### src/rtl/pwm_compare.sv
// PWM comparator with a double-buffered threshold applied only at counter wrap, plus a wrap pulse and a saturating wrap tally.
// Outputs lag count_i by one cycle. cmp_ready_o stays low while a threshold waits for the next wrap.
module pwm_compare #(
    parameter int CW  = 4,
    parameter int WCW = 8
) (
    input  logic           clk,
    input  logic           rst,
    input  logic [CW-1:0]  count_i,
    input  logic           en_i,
    input  logic           cmp_valid_i,
    input  logic [CW-1:0]  cmp_i,
    output logic           cmp_ready_o,
    input  logic           clr_i,
    output logic           pwm_o,
    output logic           wrap_o,
    output logic [WCW-1:0] wrap_cnt_o
);

    logic [CW-1:0] active_cmp;
    logic [CW-1:0] pend_cmp;
    logic          pend_v;
    logic          wrap_evt;
    logic          accept;
    logic          tally_sat;

    assign wrap_evt    = (count_i == {CW{1'b1}});
    assign cmp_ready_o = ~pend_v;
    assign accept      = cmp_valid_i & ~pend_v;
    assign tally_sat   = (wrap_cnt_o == {WCW{1'b1}});

    always_ff @(posedge clk or posedge rst) begin
        if (rst) begin
            active_cmp <= '0;
            pend_cmp   <= '0;
            pend_v     <= 1'b0;
            pwm_o      <= 1'b0;
            wrap_o     <= 1'b0;
            wrap_cnt_o <= '0;
        end else begin
            // Compare uses the threshold in force before this edge's shadow update.
            pwm_o  <= en_i & (count_i < active_cmp);
            wrap_o <= wrap_evt;

            if (clr_i) begin
                wrap_cnt_o <= '0;
            end else if (wrap_evt && !tally_sat) begin
                wrap_cnt_o <= wrap_cnt_o + WCW'(1);
            end

            // Shadow update and accept are exclusive: one needs a full slot, the other an empty one.
            if (wrap_evt && pend_v) begin
                active_cmp <= pend_cmp;
                pend_v     <= 1'b0;
            end else if (accept) begin
                pend_cmp <= cmp_i;
                pend_v   <= 1'b1;
            end
        end
    end

endmodule

### config.mk
export PLATFORM = sky130hd
export DESIGN_NAME = pwm_compare
export DESIGN_NICKNAME = d
export VERILOG_FILES = /design/src/rtl/pwm_compare.sv
export SDC_FILE = /design/constraint.sdc
export NUM_CORES = 1
export LEC_CHECK = 0
export CAP_MARGIN = 20
export CORE_MARGIN = 3
export CORE_UTILIZATION = 30
export DETAILED_ROUTE_END_ITERATION = 6
export GPL_TIMING_DRIVEN = 0
export MAX_ROUTING_LAYER = met4
export PLACE_DENSITY = 0.51
export SETUP_SLACK_MARGIN = 0.1
export SLEW_MARGIN = 0
export SYNTH_ARGS = -nofsm -noshare
export SYNTH_HDL_FRONTEND = slang
export SYNTH_SLANG_ARGS = --single-unit
### constraint.sdc
create_clock -name clk -period 1.9 [get_ports clk]
set_clock_uncertainty 0.2 [all_clocks]
set_input_delay 0.38 -clock clk [delete_from_list [all_inputs] [get_ports clk]]
set_output_delay 0.38 -clock clk [all_outputs]
set_load 0.01 [all_outputs]
* Yosys cells after proc, flatten, opt, wreduce, memory -nomap -nowiden *
Index checks and enable logic that the tools add are counted.

operators by class
  equal/unequal tests = 2
  $lt $le $gt $ge = 1
  bitwise operators = 4
  muxes and demuxes = 4
  reduce and logical (&&, ||, !) cells = 6
  $add $sub $neg = 1

operator list
  kind                                                            number
  8-bit 2-to-1 mux                                                2
  8-bit by 1-bit adder with 8-bit output (second input constant)  1
  8-bit equality test (second input constant)                     1
  4-bit equality test (second input constant)                     1
  4-bit < comparator                                              1
  2-bit nonzero test                                              2
  1-bit bitwise AND                                               2
  1-bit logical AND                                               2
  1-bit 2-to-1 mux                                                2
  1-bit inverter                                                  2
  2-bit AND reduction                                             1
  1-bit logical NOT                                               1

storage, ports and cells
  word-level logic and storage cells = 24
  register bits after elaboration = 19
  output and inout port bits = 11

* Logic depth before layout (Yosys ltp) *
  word-level depth = 5
  gate-level depth with buffers = 5
  mapped depth without buffers = 5

* Least setup slack after synthesis *
No wires, ideal clock.

  kind = flip-flop to flip-flop
  from = reg wrap_cnt_o[0]
  to = reg wrap_cnt_o[5]
  stages on the path, launching flop included = 6
  library setup time = 0.078 ns
  setup slack = 0.260 ns
  data arrival time = 1.363 ns
  period minus slack after synthesis = 1.640 ns
  path through = dfrtp_1 -> ha_1 -> nand3_1 -> o211ai_2 -> or3_1 -> a21oi_1

on the way
  longest elaborated chain between the ends = 4
  elaborated cells between the ends (all ways) = 7

RTL lines
  what                                                                                            RTL line  text
  start: declaration                                                                              17        output logic [WCW-1:0] wrap_cnt_o
  start signal: assignment                                                                        48        wrap_cnt_o <= wrap_cnt_o + WCW'(1);
  parallel branches: the longest is 4 deep, another holds 8-bit by 1-bit adder with 8-bit output  --

Parallel ways; which one is timed is not known. The select of a mux whose other input is x is not followed.
A chain may end at the register's enable or synchronous reset.

* Final worst setup path *
  from = reg wrap_cnt_o[1]
  to = reg wrap_cnt_o[5]

Same word-level chain as after synthesis.

==> run metrics <==
Critical-path top delay cell=dfrtp_1; internal reg-to-reg setup slack=150 ps; DRT antenna net count=0; compound-gate portion of the synthesized area=9.44%; ys async rst share=100%; Core ar.=2830 um^2; gpl congestion=0.743; MaxCap Viol Count=0; EDFF count, synth=0; delay-heaviest family, CP=simple AND/OR/NAND/NOR gates; synthesized cell area=915 um^2; mux cell area share after synthesis=10.9%; ratio of cells with drive above 1 in the final layout=26.3%; largest family of logic cells by synthesized area=simple AND/OR/NAND/NOR gates; unrepaired setup endpoints after global routing=yes; Synth Area in XOR/XNOR=3.83%; CTS Sinks=19; final WL=1830 um; FF+latch count, synth=19; Via density=4.82; fin util=46.1%; R2R cell count=6; CP Launch Type=flip-flop; Final Non-Filler Cells=145; TritonCTS Buffers=3; Syn Area/Cell=11.7 um^2; most numerous cell in the Yosys netlist=dfrtp_1; clk slew on worst S/H paths=110 ps; Crit. End Element=flip-flop; Skew-Pair Late Insertion Delay=290 ps; Post-synth top cells=dfrtp_1, mux2_2, nor2_1; final worst-path cycle share=92.1%; global-route wire length before repair=2930 um; root buf cell=clkbuf_4; WS Path Type=flip-flop to flip-flop; Synth area leaders=dfrtp_1, mux2_2, ha_1; worst-margin pin slew=756 ps; Die X-Extent=61.2 um; initial antenna violation count=0; IO Port Bufs=22; main flop type after synthesis=dfrtp_1; Post-Synth Simple-Gate Area=15.3%; critical path depth in cells=6; Placement Rows=19; DRT Pass-1 Iters=2; final worst slack=149 ps; largest net degree at the start of global routing=20; status=completed; Data arrival, critical path=1770 ps; critical-path cell list=buf_4 > ha_1 > nand3_2 > o211ai_2 > or3_1 > a21oi_1; worst setup path end=wrap_cnt_o[5]; reg2reg start=wrap_cnt_o[1]; Hold/Removal Path Class=input port to flip-flop; CTS tree=done; cell taking the most area after synthesis=dfrtp_1; number of global-route vias before repair=676; share of the synthesized area in the top cell type=52.0%; Distinct cells, synth=28; Avg WL per Cell=12.6 um; H-tree depth=1; Antenna diodes=0; P_leak=0.729 nW; pre-CTS WS=-192 ps; YS warnings=0; Die Span Y=61.2 um; GRT Total Usage=10.9%; Power Density=705 nW/um^2; First DRT Iteration DRCs=5; nets@finish=132; io pins=24; Worst VDD drop=0.391 mV; DIE AREA=3750 um^2; Final Hold Fails=0; global route overflow=0; HPWL after DPL=1310 um; Syn-to-layout area delta=42.7%; Pins Over Slew Limit=0; Seq/Total Area, Yosys=52.0%; setup violators final=0; Synthesized Nets=95; Post-Place Cells=131; slowest stage delay, CP=410 ps; Vias=699; Crit path required time=1920 ps; starting density of the core=32.3%; post-synthesis cell count=78; DRC viols=0; CP bufs+invs=1; CP Max Fanout=4; min Tclk post-route=1750 ps; Fmax=571 MHz; Longest Clk Path Bufs=2; Max-slew headroom=49.6%; critical path startpoint=wrap_cnt_o[1]; Reg-to-Reg End=wrap_cnt_o[5]; adder-cell share of the synthesized area=5.47%
## worst min-delay path by stage
stage	to	depth (start not counted)	slack, ps	from
finish	wrap_cnt_o[0]	2	250	clr_i
global route	wrap_cnt_o[5]	2	280	clr_i
CTS	wrap_cnt_o[4]	2	260	clr_i
detailed placement	pend_cmp[3]	1	300	pend_cmp[3]
global placement	active_cmp[0]	1	290	pend_cmp[0]
floorplan	active_cmp[0]	1	130	rst
## per-layer routing
| metal | GRT usage (%) | wire length (um) | up-vias |
|---|---|---|---|
| li1 | - | - | 345 |
| met2 | 18.4 | 927 | 16 |
| met1 | 12.7 | 815 | 338 |
| met3 | 1.89 | 87 | 0 |
| met4 | 4.64 | 0 | 0 |
| met5 | - | 0 | - |
## power breakdown
group          switching [mW]  internal [mW]  total, mW
Sequential             0.0329          0.479      0.511
Clock                   0.121         0.0816      0.202
Combinational          0.0802          0.126      0.207
## worst reg2reg max path, stage by stage, from the launching register on
cell and delay (ps):
dfrtp_1 410, buf_4 140, ha_1 220, nand3_2 130, o211ai_2 110, or3_1 320, a21oi_1 150
## timing repair
| item | CTS | global route |
|---|---|---|
| buffers inserted | 8 | 2 |
| hold buffers | 0 | 0 |
| endpoints found under the setup margin | 9 | 12 |
| pin swaps | 0 | 1 |
| resized for setup | 4 | 10 |
## flip-flops by register name, indices dropped and copies added (netlist names)
signal	count
wrap_cnt_o	8
active_cmp	4
pend_cmp	4
pend_v	1
pwm_o	1
wrap_o	1
## cell type report
class | instances | area (um^2)
fillers | 271 | 1520
flip-flops and latches | 19 | 477
multi-input cells | 52 | 425
repair buffers | 32 | 309
well taps | 31 | 38.8
clock buffers | 4 | 26.3
inverters | 6 | 25.0
plain buffers | 1 | 3.75
## cell usage in the layout (no fill, tap or decap), drive strengths merged, types with 2 or more instances in the layout
cell and count:
inv 6, buf 11, nand3 3, nand2 3, clkdlybuf4s50 12, clkbuf 4, xor2 4, and3 2
nand4 2, o211ai 3, nor2 6, nand2b 2, ha 4, a21o 2, dlygate4sd2 3, mux2 8
o21ai 2, a21oi 3, dlymetal6s2s 7, nor3b 2, dfrtp 19
## cell families after synthesis
| group | after synthesis |
|---|---|
| simple gates | 23 |
| flops | 19 |
| compound gates | 12 |
| mux | 9 |
| buf+inv | 7 |
| xor+xnor | 4 |
| fa+ha+maj | 4 |
## metrics by stage
stage | total power [mW] | cell area, um^2 | hold WS (ps) | setup TNS [ps]
final | 0.921 | 1310 | 249 | 0
after global routing | 0.988 | 1310 | 280 | 0
after CTS | 0.938 | 1260 | 259 | 0
after detailed placement | 0.724 | 1170 | 295 | -948
after global placement | 0.717 | 1170 | 288 | -864
after floorplan | 0.649 | 915 | 131 | 0
(Power assumes the default switching activity.)
